File: src/rtl/input_conditioner.sv
// N-channel push-button front end: synchroniser, polarity fix, debouncer,
// press/release edge pulses and hold-to-repeat, all in the i_Clk domain.
module input_conditioner #(
  parameter int NUM_CH         = 4,
  parameter int DEBOUNCE_LIMIT = 250000,
  parameter int REPEAT_DELAY   = 12500000,
  parameter int REPEAT_RATE    = 2500000,
  parameter bit ACTIVE_LOW     = 1'b0
) (
  input  logic              i_Clk,
  input  logic              i_Rst,
  input  logic [NUM_CH-1:0] i_Switch,
  input  logic [NUM_CH-1:0] i_Repeat_En,
  output logic [NUM_CH-1:0] o_Switch,
  output logic [NUM_CH-1:0] o_Press,
  output logic [NUM_CH-1:0] o_Release,
  output logic [NUM_CH-1:0] o_Repeat,
  output logic              o_Any_Press
);

  localparam int TMR_MAX = (REPEAT_DELAY > REPEAT_RATE) ? REPEAT_DELAY : REPEAT_RATE;
  localparam int CNT_W   = $clog2(DEBOUNCE_LIMIT);
  localparam int TMR_W   = $clog2(TMR_MAX);

  localparam logic [CNT_W-1:0] CNT_LAST   = CNT_W'(DEBOUNCE_LIMIT - 1);
  localparam logic [TMR_W-1:0] DELAY_LAST = TMR_W'(REPEAT_DELAY - 1);
  localparam logic [TMR_W-1:0] RATE_LAST  = TMR_W'(REPEAT_RATE - 1);
  localparam logic             IDLE_LVL   = ACTIVE_LOW;

  typedef enum logic [1:0] {
    ST_IDLE,
    ST_DELAY,
    ST_REPEAT
  } rpt_state_t;

  logic [NUM_CH-1:0] sync1;
  logic [NUM_CH-1:0] sync2;
  logic [NUM_CH-1:0] lvl;
  logic [NUM_CH-1:0] rise;
  logic [NUM_CH-1:0] fall;

  // Sync flops start at the physical idle level so reset release is silent.
  always_ff @(posedge i_Clk or posedge i_Rst) begin
    if (i_Rst) begin
      sync1 <= {NUM_CH{IDLE_LVL}};
      sync2 <= {NUM_CH{IDLE_LVL}};
    end else begin
      sync1 <= i_Switch;
      sync2 <= sync1;
    end
  end

  assign lvl = ACTIVE_LOW ? ~sync2 : sync2;

  for (genvar ch = 0; ch < NUM_CH; ch++) begin : g_ch
    logic [CNT_W-1:0] cnt;
    logic             sw_q;
    logic             press_q;
    logic             release_q;
    logic             rpt_q;
    logic [TMR_W-1:0] timer;
    rpt_state_t       state;

    // Terminal-count events: the edge on which the debounced level flips.
    assign rise[ch] = lvl[ch] & ~sw_q & (cnt == CNT_LAST);
    assign fall[ch] = ~lvl[ch] & sw_q & (cnt == CNT_LAST);

    always_ff @(posedge i_Clk or posedge i_Rst) begin
      if (i_Rst) begin
        cnt       <= '0;
        sw_q      <= 1'b0;
        press_q   <= 1'b0;
        release_q <= 1'b0;
      end else begin
        press_q   <= rise[ch];
        release_q <= fall[ch];
        if (lvl[ch] == sw_q) begin
          cnt <= '0;
        end else if (cnt == CNT_LAST) begin
          sw_q <= lvl[ch];
          cnt  <= '0;
        end else begin
          cnt <= cnt + CNT_W'(1);
        end
      end
    end

    // A release or a dropped enable takes priority over a coincident terminal count.
    always_ff @(posedge i_Clk or posedge i_Rst) begin
      if (i_Rst) begin
        state <= ST_IDLE;
        timer <= '0;
        rpt_q <= 1'b0;
      end else begin
        rpt_q <= 1'b0;
        case (state)
          ST_IDLE: begin
            timer <= '0;
            if (rise[ch] && i_Repeat_En[ch]) state <= ST_DELAY;
          end
          ST_DELAY: begin
            if (fall[ch] || !i_Repeat_En[ch]) begin
              state <= ST_IDLE;
              timer <= '0;
            end else if (timer == DELAY_LAST) begin
              rpt_q <= 1'b1;
              timer <= '0;
              state <= ST_REPEAT;
            end else begin
              timer <= timer + TMR_W'(1);
            end
          end
          ST_REPEAT: begin
            if (fall[ch] || !i_Repeat_En[ch]) begin
              state <= ST_IDLE;
              timer <= '0;
            end else if (timer == RATE_LAST) begin
              rpt_q <= 1'b1;
              timer <= '0;
            end else begin
              timer <= timer + TMR_W'(1);
            end
          end
          default: begin
            state <= ST_IDLE;
            timer <= '0;
          end
        endcase
      end
    end

    assign o_Switch[ch]  = sw_q;
    assign o_Press[ch]   = press_q;
    assign o_Release[ch] = release_q;
    assign o_Repeat[ch]  = rpt_q;
  end

  always_ff @(posedge i_Clk or posedge i_Rst) begin
    if (i_Rst) o_Any_Press <= 1'b0;
    else       o_Any_Press <= |o_Press;
  end

endmodule
File: config.mk
export PLATFORM = sky130hd
export DESIGN_NAME = input_conditioner
export DESIGN_NICKNAME = d
export VERILOG_FILES = /design/src/rtl/input_conditioner.sv
export SDC_FILE = /design/constraint.sdc
export NUM_CORES = 1
export LEC_CHECK = 0
export ABC_CLOCK_PERIOD_IN_PS = 6300
export BUFFER_PORTS_ARGS = -buffer_cell sky130_fd_sc_hd__buf_2
export CORE_ASPECT_RATIO = 0.75
export CORE_MARGIN = 2
export CORE_UTILIZATION = 55
export DETAILED_ROUTE_END_ITERATION = 6
export PLACE_DENSITY = 0.75
export SETUP_SLACK_MARGIN = 0.1
export SLEW_MARGIN = 10
export SYNTH_ARGS = -nofsm -noshare
export SYNTH_HDL_FRONTEND = slang
export SYNTH_SLANG_ARGS = --single-unit
export TNS_END_PERCENT = 10
File: constraint.sdc
create_clock -name i_Clk -period 6.3 [get_ports i_Clk]
set_input_delay 1.26 -clock i_Clk [delete_from_list [all_inputs] [get_ports i_Clk]]
set_output_delay 1.26 -clock i_Clk [all_outputs]
set_load 0.05 [all_outputs]
Yosys cells after proc, flatten, opt, wreduce, memory -nomap -nowiden
Cells that the tools add are included.
Word-level totals
  register bits: 201
  bits in latches: 0
  bits in writable memories: 0
  ROM bits: 0
  bits of input ports: 10
  output and inout port bits: 17
  word-level logic and storage cells: 196
  memories: 0
Cells by class
  add/sub/neg operators: 8
  $mul: 0
  divide/modulo/power cells: 0
  order comparisons: 0
  equal/unequal tests: 36
  shift operators: 0
  mux-type cells: 68
  bitwise logic cells: 28
  reduce and logical (&&, ||, !) cells: 25
Operator list (count)
  24-bit 2-to-1 mux: 16
  24-bit case mux with 2 select lines: 4
  18-bit 2-to-1 mux: 8
  24-bit by 1-bit adder with 24-bit output (second input constant): 4
  24-bit by 22-bit == test with 1-bit output (second input constant): 4
  24-bit == test (second input constant): 4
  18-bit by 1-bit adder with 18-bit output (second input constant): 4
  18-bit == test (second input constant): 4
  2-bit 2-to-1 mux: 16
  2-bit case mux with 3 select lines: 4
  1-bit bitwise AND: 16
  1-bit 2-to-1 mux: 16
  2-bit inequality test (second input constant): 8
  3-bit inequality test (second input constant): 4
  1-bit inverter: 12
  3-bit AND reduction: 4
  2-bit by 1-bit == test with 1-bit output (second input constant): 4
  2-bit == test (second input constant): 4
  2-bit zero test: 4
  1-bit case mux with 2 select lines: 4
  2-bit AND reduction: 4
  1-bit == test: 4
  1-bit logical AND: 4
  1-bit zero test: 4
  other kinds (2): 5

Logic depth before layout (Yosys ltp)
  word-level depth: 6
  gate-level depth with buffers: 8
  gate-level depth less buffers: 7

Worst setup path before layout
No wires, ideal clock.
  kind: register to register
  start: register g_ch[3].timer[6]
  end: register g_ch[3].state[0]
  setup time: 0.125 ns
  data arrival time: 2.404 ns
  data required time: 6.175 ns
  slack: 3.771 ns
  cell stages (with the launch flop): 7
  buffers on the path: 0
  clock period less this slack: 2.529 ns
  cell sequence: dfrtp_1 > or4b_1 > or4_1 > or4_4 > o21ai_2 > o21ai_1 > mux2_4
On the way
  word-level cells in the longest chain between the ends: 3
RTL lines
  start, declared: line 61  | logic [TMR_W-1:0] timer;
  start signal, assigned: line 110  | timer <= timer + TMR_W'(1);
  start signal, assigned: line 121  | timer <= timer + TMR_W'(1);
  24-bit == test: line 105  | end else if (timer == DELAY_LAST) begin
  3-bit inequality test (no line)
  3-bit AND reduction (no line)
  end signal, assigned: line 103  | state <= ST_IDLE;
  end signal, assigned: line 108  | state <= ST_REPEAT;
  end signal, assigned: line 115  | state <= ST_IDLE;
  end, declared: line 62  | rpt_state_t state;
Every way passes these cells.
A chain may end at the register's enable or synchronous reset.

Worst setup path in the final report
  start: register g_ch[3].timer[6]
  end: register g_ch[3].timer[4]
On the way
  word-level cells in the longest chain between the ends: 4
  elaborated cells on any way between the ends: 7
  classes of those cells: eq/ne: 2; mux: 5
RTL lines
  24-bit by 22-bit == test with 1-bit output or 24-bit == test (tied branches): line 117, 105
  24-bit 2-to-1 mux (on tied branches): line 117, 105
  24-bit 2-to-1 mux (on tied branches): line 114, 102
  24-bit case mux with 2 select lines *: line 96  | case (state)
Every way passes the cells marked *; elsewhere a longest branch is shown, timed or not.

==> results_dict.tcl <==
set metrics [dict create \
    synth_most_common_cell "nor2_1" \
    tns_ns 0 \
    grt-ovfl-total 0 \
    post_drt_wl_per_cell_um 13.6 \
    synth_top_cell_by_area "dfrtp_1" \
    root_buffer "clkbuf_16" \
    synth_top_area_share_pct 50.8 \
    internal_power_mw 2.05 \
    num_vias 6794 \
    final_max_slew_viol_count 0 \
    dieArea_sq_um 19100 \
    layout-drive-gt1-share_pct 7.02 \
    finClkSkew_ns 0.00635 \
    ys_seq_elements 201 \
    core_sq_um 17700 \
    track_usage_pct 19.0 \
    area_growth_syn_to_layout_pct 9.11 \
    critPathLaunchType "register" \
    r2r_slack_ns 3.49 \
    drt_iter0_markers 381 \
    die_h_um 120 \
    maxSlewHeadroom_pct 31.4 \
    worstSetupStartpoint "g_ch[3].timer[6]$_DFF_PP0_" \
    port_buffers 26 \
    avgSynthCellArea_sq_um 9.77 \
    cts_tree "yes" \
    synth_flop_cell "dfrtp_1" \
    criticalPathCategory "reg -> reg" \
    hold_viol_final 0 \
    clkTransAtPathRegs_ns 0.06 \
    fin_crit_sh_pct 44.6 \
    gp_congestion 0.833 \
    ant_nets 0 \
    netlist_instances 1014 \
    h-tree-depth 1 \
    met3_usage_pct 3.22 \
    hold_ws_ns 0.349 \
    numCtsBuffers 20 \
    nets 1064 \
    seqPwrFrac_pct 50.2 \
    period_needed_ns 2.81 \
    clk_latency_ns 0.49 \
    ir_worst_vdd_mv 0.233 \
    rsz0062_at_grt "false" \
    ys_types 48 \
    reg2regPathDepth 6 \
    critPathMaxFanout 24 \
    clock_path_buffers 3 \
    clockPowerShare_pct 45.8 \
    nFillCells 1498 \
    drt_first_pass_iters 5 \
    yosysSeqAreaShare_pct 50.8 \
    avgViaCountPerCell 5.30 \
    post-route-util_pct 61.2 \
    grt_pass1_wl_um 30800 \
    postCtsResizedCells 0 \
    grt_pass1_vias 6502 \
    whs_path_depth 0 \
    arrival_ns 3.16 \
    drv_cap 0 \
    worstHoldStart "sync1[0]$_DFF_PP0_" \
    r2r_start "g_ch[3].timer[6]$_DFF_PP0_" \
    p_sw_share_pct 21.7 \
    synth_area_leaders "dfrtp_1 (51%), xor2_1 (9.3%), nor2_1 (8.0%)" \
    synth.net_count 1052 \
    crit_path_end_kind "register" \
    grt_max_degree 202 \
    top_usage_layer "met1" \
    n_antenna_cell 0 \
    required_ns 6.65 \
    antenna_found_initial 0 \
    yosys-top-cells-count "nor2_1 (210), dfrtp_1 (201), xor2_1 (105)" \
    dp_hpwl_um 11500 \
    rows 42 \
    design_power_total_mw 2.62 \
    start_util_pct 56.1 \
    postSynth.asyncResetShare_pct 100 \
    power_density_nw_per_um2 242 \
    yosys_warnings 0 \
    cts_hold_buf 0 \
    drc 0 \
    hold_path_class "reg -> reg" \
    fmax_mhz 356 \
    drt_wl_total_um 17400 \
    setup_viol 0 \
    synth_edf_count 0 \
    p_sw_mw 0.568 \
    use_met2_pct 28.5 \
    leakagePower_nw 4.60 \
    cts_setup_buffers 0 \
    grtUsageMet1_pct 29.1 \
    dieWidth_um 159 \
    p_comb_share_pct 4.0 \
    worst_slew_pin_slew_ns 1.03 \
    status "finished clean" \
    syn_area_sq_um 9910 \
    io_pins 27 \
    cts.sinks 201 \
]
power groups by stage:
stage / registers [mW] / clock network [mW] / logic (mW)
finish: 1.32 / 1.20 / 0.104
global placement: 1.34 / 0 / 0.106
global route: 1.32 / 1.29 / 0.125
floorplan: 1.34 / 0 / 0.0832
CTS: 1.32 / 1.24 / 0.109
detailed placement: 1.34 / 0 / 0.108
layout by cell type, fill, tap and decap left out, types with 3 or more instances in the layout:
| master | instances |
|---|---|
| a21oi_1 | 8 |
| clkbuf_1 | 4 |
| xnor2_1 | 47 |
| nor2_1 | 210 |
| and4_1 | 15 |
| and2_1 | 21 |
| buf_2 | 26 |
| inv_1 | 35 |
| nor4_1 | 13 |
| clkbuf_16 | 21 |
| xor2_1 | 105 |
| nand4_1 | 54 |
| o21ai_0 | 6 |
| and3_1 | 18 |
| nand2b_1 | 6 |
| nand2_1 | 68 |
| nor3_1 | 14 |
| ha_1 | 28 |
| clkinv_2 | 7 |
| nor4bb_1 | 3 |
| a32oi_1 | 3 |
| o21ai_1 | 3 |
| nand3_1 | 69 |
| or2_2 | 5 |
| or4_1 | 6 |
| nor4b_1 | 7 |
| dfrtp_1 | 201 |
| a22oi_1 | 4 |
per-layer routing:
| metal | share of wire, % | vias up |
|---|---|---|
| met4 | 1.6 | 0 |
| met1 | 52 | 3266 |
| met5 | 0 | - |
| met2 | 43 | 81 |
| met3 | 3.8 | 25 |
| li1 | - | 3422 |
flip-flops by register name, summed over array words and instances, names as in the netlist:
register,cells
g_ch.timer,96
g_ch.cnt,72
g_ch.state,8
g_ch.press_q,4
g_ch.release_q,4
g_ch.rpt_q,4
g_ch.sw_q,4
lvl,4
sync1,4
o_Any_Press,1
worst max-delay path, stage by stage (launching register included):
cell and delay, ns:
dfrtp_1 0.42, or4b_1 0.52, or4_1 0.48, or4_4 0.56, o21ai_2 0.16, a21o_2 0.43
nor2_1 0.11
cell type report:
| class | count | area [sq um] | share of cell area [%] |
|---|---|---|---|
| repair buffers | 27 | 150 | 1.39 |
| inverters | 36 | 139 | 1.29 |
| clock inverters | 9 | 95.1 | 0.880 |
| multi-input cells | 740 | 4520 | 41.8 |
| flip-flops and latches | 201 | 5030 | 46.5 |
| clock buffers | 27 | 568 | 5.26 |
| well taps | 242 | 303 | 2.80 |
logic make-up (layout without fill, tap and decap cells):
logic type	Yosys count	after routing	share of synthesized area, %
multiplexers	5	5	0.581
AO/OA/AOI/OAI	32	32	2.07
buffers and inverters	73	99	3.56
flip-flops	201	201	50.8
adder cells (fa/ha/maj)	28	28	3.54
AND/OR/NAND/NOR	523	523	26.0
XOR/XNOR	152	152	13.4
through the flow:
step           cell area (sq um)  instances  setup slack, ns
6_report                   10800       1282             3.49
5_1_grt                    10800       1282             3.14
3_5_place_dp               10100       1246             3.51
3_3_place_gp               10100       1246             3.55
4_1_cts                    10800       1282             3.50
2_1_floorplan               9910       1014             2.44
final timing paths:
kind                                               endpoint
worst max-delay path             g_ch[3].timer[4]$_DFF_PP0_
worst min-delay path                       lvl[0]$_DFF_PP0_
worst max register to register   g_ch[3].timer[4]$_DFF_PP0_
worst min register to register             lvl[0]$_DFF_PP0_
max in group asynchronous       g_ch[3].release_q$_DFF_PP0_
min in group asynchronous          g_ch[0].cnt[3]$_DFF_PP0_
No activity file was read; power rests on OpenSTA's default activity.
